[src/rtl/rr_arbiter_2pn_pkg.sv]
// Shared definitions for the round-robin arbiter: state encoding, hold-counter width
// and the requester-count derivation R = 2**N.
package rr_arbiter_2pn_pkg;

  typedef enum logic {
    IDLE = 1'b0,
    BUSY = 1'b1
  } arb_state_e;

  localparam int unsigned HOLD_W = 16;

  function automatic int unsigned num_req(input int unsigned n);
    return 32'd1 << n;
  endfunction

endpackage

[src/rtl/decoder_Nx2pN.sv]
// N-to-2**N one-hot decoder used to drive decoder-selected bus ports.
// Purely combinational, no backpressure.
module decoder_Nx2pN #(
  parameter int unsigned N = 2
) (
  input  logic [N-1:0]      idx_i,
  output logic [2**N-1:0]   dec_o
);

  always_comb begin
    dec_o        = '0;
    dec_o[idx_i] = 1'b1;
  end

endmodule

[src/rtl/rr_arbiter_2pn.sv]
// Round-robin arbiter for 2**N requesters with ownership until release and an optional
// hold limit. Grant latency 1 cycle; release-to-new-grant 1 cycle, back to back.
module rr_arbiter_2pn
  import rr_arbiter_2pn_pkg::*;
#(
  parameter int unsigned N        = 2,
  parameter int unsigned MAX_HOLD = 0,
  localparam int unsigned R       = num_req(N)
) (
  input  logic         clk_i,
  input  logic         rst_ni,
  input  logic [R-1:0] req_i,
  input  logic         done_i,
  output logic [R-1:0] gnt_o,
  output logic [N-1:0] gnt_idx_o,
  output logic         gnt_valid_o,
  output logic         timeout_o
);

  localparam logic [HOLD_W-1:0] HOLD_LAST = (MAX_HOLD == 0) ? '0 : HOLD_W'(MAX_HOLD - 1);

  arb_state_e        state_q, state_d;
  logic [N-1:0]      ptr_q, ptr_d;
  logic [N-1:0]      idx_q, idx_d;
  logic [HOLD_W-1:0] hold_q, hold_d;
  logic              timeout_q, timeout_d;

  logic              win_vld;
  logic [N-1:0]      win_idx;
  logic              owner_wd;
  logic              lim_hit;
  logic              grant_new;
  logic [R-1:0]      dec;

  // First set bit at or above ptr, wrapping at R; MSB of the result flags a hit.
  function automatic logic [N:0] ffs_rot(input logic [R-1:0] req, input logic [N-1:0] ptr);
    logic [N-1:0] idx;
    logic [N:0]   res;
    res = '0;
    for (int unsigned k = 0; k < R; k++) begin
      idx = ptr + N'(k);
      if (!res[N] && req[idx]) res = {1'b1, idx};
    end
    return res;
  endfunction

  assign {win_vld, win_idx} = ffs_rot(req_i, ptr_q);
  assign owner_wd = !req_i[idx_q];
  assign lim_hit  = (MAX_HOLD != 0) && (hold_q == HOLD_LAST);

  always_comb begin
    state_d   = state_q;
    ptr_d     = ptr_q;
    idx_d     = idx_q;
    hold_d    = hold_q;
    timeout_d = 1'b0;
    grant_new = 1'b0;
    case (state_q)
      IDLE: begin
        if (win_vld) grant_new = 1'b1;
      end
      BUSY: begin
        if (done_i || owner_wd || lim_hit) begin
          // DONE and withdrawal take precedence over the limit for the pulse
          timeout_d = lim_hit && !done_i && !owner_wd;
          if (win_vld) begin
            grant_new = 1'b1;
          end else begin
            state_d = IDLE;
            idx_d   = '0;
          end
        end else if (hold_q != '1) begin
          hold_d = hold_q + HOLD_W'(1);
        end
      end
      default: state_d = IDLE;
    endcase
    if (grant_new) begin
      state_d = BUSY;
      idx_d   = win_idx;
      ptr_d   = win_idx + N'(1);
      hold_d  = '0;
    end
  end

  always_ff @(posedge clk_i or negedge rst_ni) begin
    if (!rst_ni) begin
      state_q   <= IDLE;
      ptr_q     <= '0;
      idx_q     <= '0;
      hold_q    <= '0;
      timeout_q <= 1'b0;
    end else begin
      state_q   <= state_d;
      ptr_q     <= ptr_d;
      idx_q     <= idx_d;
      hold_q    <= hold_d;
      timeout_q <= timeout_d;
    end
  end

  decoder_Nx2pN #(.N(N)) u_dec (
    .idx_i (idx_q),
    .dec_o (dec)
  );

  assign gnt_valid_o = (state_q == BUSY);
  assign gnt_idx_o   = idx_q;
  assign timeout_o   = timeout_q;
  assign gnt_o       = dec & {R{gnt_valid_o}};

endmodule

[config.mk]
export PLATFORM = sky130hd
export DESIGN_NAME = rr_arbiter_2pn
export DESIGN_NICKNAME = d
export VERILOG_FILES = /design/src/rtl/rr_arbiter_2pn_pkg.sv /design/src/rtl/decoder_Nx2pN.sv /design/src/rtl/rr_arbiter_2pn.sv
export SDC_FILE = /design/constraint.sdc
export NUM_CORES = 1
export LEC_CHECK = 0
export ABC_AREA = 1
export CAP_MARGIN = 20
export CORE_MARGIN = 2
export CORE_UTILIZATION = 35
export CTS_CLUSTER_DIAMETER = 150
export CTS_CLUSTER_SIZE = 30
export DETAILED_ROUTE_END_ITERATION = 7
export PLACE_DENSITY_LB_ADDON = 0.1
export SLEW_MARGIN = 20
export SYNTH_ARGS = -nofsm -noshare
export SYNTH_HDL_FRONTEND = slang
export SYNTH_SLANG_ARGS = --single-unit
[constraint.sdc]
create_clock -name clk_i -period 1.4 [get_ports clk_i]
set_input_delay 0.21 -clock clk_i [delete_from_list [all_inputs] [get_ports clk_i]]
set_output_delay 0.21 -clock clk_i [all_outputs]
set_load 0.01 [all_outputs]
==> results of run 1 <==
## synth_stat cells (all sizes together)
library cell / count
nor2: 8
o22ai: 1
o221ai: 1
nand4: 1
nand3b: 1
conb: 1
nand3: 10
inv: 13
nor3: 2
a21boi: 1
dfrtp: 5
a21oi: 2
o21ai: 3
nand2: 54
buf: 3
## layout make-up
| class | instances | area [um^2] |
|---|---|---|
| Timing Repair Buffer | 39 | 344 |
| Tap cell | 25 | 31.3 |
| Sequential cell | 5 | 126 |
| Clock buffer | 4 | 26.3 |
| Inverter | 13 | 56.3 |
| Multi-Input combinational cell | 85 | 563 |
| Fill cell | 158 | 636 |
## repair_timing
action / CTS / global route
endpoints found under the setup margin: 11 / 10
pin swaps: 12 / 5
buffers inserted: 11 / 1
endpoints found under the hold margin: 0 / 0
gates resized for setup: 36 / 7
## layer usage
layer,global-route usage,routed length [um],vias up
li1,-,-,413
met1,0.252,871,349
met2,0.355,1010,11
met3,0.0111,25,5
met4,0.0811,50,0
met5,0,0,-
## critical path, cell delays in order, from the launching register on
cell	delay (ps)
dfrtp_2	470
inv_6	100
buf_6	100
nand2_4	50
nand2_1	60
nand2_1	60
nand2_2	120
buf_12	120
nand3b_4	90
nand2_4	100
inv_2	50
nand3_1	90
nand3_1	80
## kinds of logic (layout without fill, tap and decap cells)
| kind of cell | count (synthesis) | in the layout | synth area share |
|---|---|---|---|
| AO/OA/AOI/OAI | 8 | 8 | 0.0952 |
| buffers and inverters | 16 | 56 | 0.119 |
| flip-flops | 5 | 5 | 0.183 |
| other | 1 | 1 | 0.00549 |
| AND/OR/NAND/NOR | 76 | 76 | 0.597 |
## power by group
part           total (mW)  internal, mW  leakage [nW]  switching [mW]
Sequential          0.330         0.230        0.0565          0.0996
Combinational        2.78          1.30         0.553            1.48
Clock               0.182         0.109        0.0150          0.0735
## how the worst max path moves through the flow
stage                        start        to  slack (ps)
final                         flop  ptr_q[1]        -180
after global placement    req_i[0]  ptr_q[1]        -320
after detailed placement  req_i[1]  ptr_q[1]        -360
after CTS                     flop  ptr_q[1]        -170
after floorplan               flop  ptr_q[1]         -60
after global routing          flop  ptr_q[1]        -310
## per-stage QoR
| step | util | setup WS, ps | cell area [um^2] | std cells |
|---|---|---|---|---|
| after floorplan | - | -60.2 | 716 | 106 |
| after global placement | 0.532 | -321 | 948 | 155 |
| after detailed placement | 0.532 | -356 | 948 | 155 |
| after CTS | 0.637 | -173 | 1140 | 170 |
| after global routing | 0.644 | -309 | 1150 | 171 |
| final | 0.644 | -183 | 1150 | 171 |
==> results.yml, run 1 <==
clocking:
  cts_buffer_depth: 2
  clock-sinks: 5
  root_buffer: "clkbuf_4"
  path_clk_slew_ps: 50
  cts_tree: "done"
  postCtsHoldBufs: 0
  htreeDepth: 1
  numCtsBuffers: 3
  clock_latency_ps: 250
route:
  wl_mm: 1.95
  antenna_left: 0
  drtIter0Drc: 12
  vias: 778
  via_per_inst: 4.55
  drtPass1Iterations: 4
  remaining_drc_errors: 0
  post_drt_wl_per_cell_um: 11.4
logic_synthesis:
  syn_avg_cell_area_um2: 6.44
  yosys_register_bits: 5
  ys_warn_count: 0
  synthesis.nets: 113
  postSynthCellCount: 106
  syn_area_um2: 683
  ys_types: 24
  yosysTopAreaCell: "nand2_1"
  netlist.area_leader.share: 0.225
  synth.area.top_cells: "nand2_1 (23%), dfrtp_1 (18%), nand2_4 (8.2%), nand2_2 (7.3%), inv_1 (5.5%)"
  yosysSeqAreaShare: 0.183
floorplan:
  rows: 15
  start_util: 0.383
  die_area_um2: 2320
  core_um2: 1780
  die_h_um: 48.2
  fp.dieW_um: 48.2
  io_pins: 15
sta:
  holdWs_ps: 180
  rsz0062_at_grt: "yes"
  tns_ps: -685
  min_period_ps: 1580
  max_freq_mhz: 632
  fin_crit_sh: 1.13
  setup_slack_ps: -183
  hold_viol_final: 0
  finalSetupViolations: 5
  slew_violations: 0
  finClkSkew_ps: 2.16
worst_setup_path:
  crit_type: "flop to flop"
  reg2regPathDepth: 12
  rrSetupSlack_ps: -180
  reg2reg_to: "ptr_q[1]"
  critPathCaptureType: "flop"
  cp_max_fo: 6
  startpoint_type: "flop"
  critical_path_required_ps: 1540
  cp.arrival_ps: 1720
layout:
  antenna_cells: 0
  nNetsFinal: 154
  area_growth_pct: 67.9
  layout_common_cells: "nand2_1 (30), buf_4 (19), nand2_2 (17), inv_1 (9), nand2_4 (7)"
  drive_above_1_share: 0.521
  final_common_cell: "nand2_1"
pwr:
  p_leak_nw: 0.625
  power_mw: 3.29
  p_per_area_nw_per_um2: 2860
  vdd_ir_drop_max_v: 0.00135
grt:
  grt_pass1_wl_mm: 3.26
  antenna_found_initial: 0
  grt_overflow_total: 0
  grt_start_max_net_pins: 7
  grt_pass1_vias: 775
  grtUsageTotal: 0.201
outcome:
  status: "finished with violations"
  violations: "negative setup slack"
worst_hold_path:
  hp-class: "input port to asynchronous set/reset pin"
job:
  drv_cap: 0
placed_design:
  gp_congestion: 0.900
  io_buffers: 13
  place_hpwl_mm: 1.43
Note: power is estimated with default switching activity, not from simulation.
==> run 2: changes to the inputs <==
==> constraint.sdc (replaced) <==
create_clock -name clk_i -period 1.4 [get_ports clk_i]
set_input_delay 0.21 -clock clk_i [delete_from_list [all_inputs] [get_ports clk_i]]
set_output_delay 0.21 -clock clk_i [all_outputs]
set_load 0.1 [all_outputs]
==> run 2 against run 1 <==
Net effect:
- worst hold slack gained 9.2 ps
- flip-flop and latch count is the same
- critical path depth shrank 1
- design area grew 20%
- global-route usage grew 0.42 points
- the flow still finishes with violations (negative setup slack)
- cell count shrank 0.58%
- non-clock buffer count shrank 2
==> results.yml, run 2 (synthesis gave the netlist of run 1 again) <==
grt:
  grt_overflow_total: 0
  grt.busiest_layer: "met2"
  grt_pass1_wl_mm: 3.26
  grtUsageMet3: 0.0444
  grt_use_met1: 0.258
  grtUsageTotal: 0.205
  antenna_found_initial: 0
  grt_pass1_vias: 770
  grt_start_max_net_pins: 7
  use_met2: 0.363
worst_setup_path:
  startpoint_type: "flop"
  critPathCaptureType: "flop"
  rrSetupSlack_ps: -230
  crit_type: "flop to flop"
  cp_max_fo: 5
  cp.arrival_ps: 1750
  critical_path_required_ps: 1530
layout:
  antenna_cells: 0
  final_common_cell: "nand2_1"
  num-fill-cells: 117
  layout_common_cells: "nand2_1 (21), nand2_4 (18), nand2_2 (15), buf_4 (14), buf_6 (9)"
  area_growth_pct: 102
  nNetsFinal: 153
  drive_above_1_share: 0.683
floorplan:
  io_pins: 15
  rows: 15
  die_h_um: 48.2
  fp.dieW_um: 48.2
  start_util: 0.383
  die_area_um2: 2320
  core_um2: 1780
clocking:
  clock_latency_ps: 240
  cts_buffer_depth: 2
  root_buffer: "clkbuf_4"
  htreeDepth: 1
  clock-sinks: 5
  postCtsHoldBufs: 0
  cts_tree: "done"
  numCtsBuffers: 3
  path_clk_slew_ps: 50
route:
  via_per_inst: 4.85
  post_drt_wl_per_cell_um: 12.6
  drtIter0Drc: 8
  remaining_drc_errors: 0
  wl_mm: 2.14
  vias: 824
  antenna_left: 0
  drtPass1Iterations: 4
sta:
  finClkSkew_ps: 6.23
  min_period_ps: 1630
  rsz0062_at_grt: "yes"
  max_freq_mhz: 615
  hold_viol_final: 0
  setup_slack_ps: -225
  slew_violations: 0
  holdWs_ps: 189
  finalSetupViolations: 7
  fin_crit_sh: 1.16
worst_hold_path:
  hp-class: "input port to asynchronous set/reset pin"
placed_design:
  io_buffers: 13
  gp_congestion: 0.790
  place_hpwl_mm: 1.41
  preCtsSetupSlack_ps: -359
outcome:
  violations: "negative setup slack"
  status: "finished with violations"
job:
  drv_cap: 0
[run 2: critical path, stage by stage, from the launching register on]
cell and delay [ps]:
dfrtp_2 480, buf_6 150, nand2_1 60, nand2_1 90, nand2_2 90, nand2_4 90, nor2_8 140, nand2_2 80
a21oi_4 160, inv_1 60, nand2_1 60, nand3_1 60
[run 2: stage by stage]
stage	instance area, um^2	std cells	utilization	setup TNS (ps)
after floorplan	777	106	-	-1490
after global placement	1100	156	0.619	-1300
after detailed placement	1100	156	0.619	-1370
after CTS	1260	168	0.707	-592
after global routing	1380	170	0.775	-1310
final	1380	170	0.775	-917
[run 2: layout make-up]
| type | instances | area (um^2) | area share |
|---|---|---|---|
| clock buffer | 4 | 26.3 | 0.0190 |
| inverter | 13 | 63.8 | 0.0462 |
| multi-input combinational | 85 | 683 | 0.495 |
| sequential | 5 | 139 | 0.101 |
| tap | 25 | 31.3 | 0.0226 |
| timing repair buffer | 37 | 427 | 0.309 |
| timing repair inverter | 1 | 11.3 | 0.00815 |
[run 2: worst paths after layout]
kind | startpoint | to | cells past startpoint
min | rst_ni | gnt_idx_o[0] | 1
min in group clk_i | ptr_q[1] | ptr_q[1] | 3
min reg2reg | ptr_q[1] | ptr_q[1] | 3
max reg2reg | flop | ptr_q[1] | 11
max | flop | ptr_q[1] | 11
max in group asynchronous | rst_ni | gnt_valid_o | 1
[run 2: metal layers]
layer	vias up	routed length, um
met3	0	77
met1	389	967
met5	-	0
met2	23	1090
met4	0	0
li1	412	-
[run 2: repair_timing]
action	CTS	global route
cloned	1	0
gates resized for setup	25	29
pin swaps	14	23
setup endpoints to repair	8	10
endpoints found under the hold margin	0	0
buffers inserted	8	2
Power of run 2 is left out: the tool's default activity adds up to more than one toggle a clock period on the data nets, which glitch-free logic cannot reach.
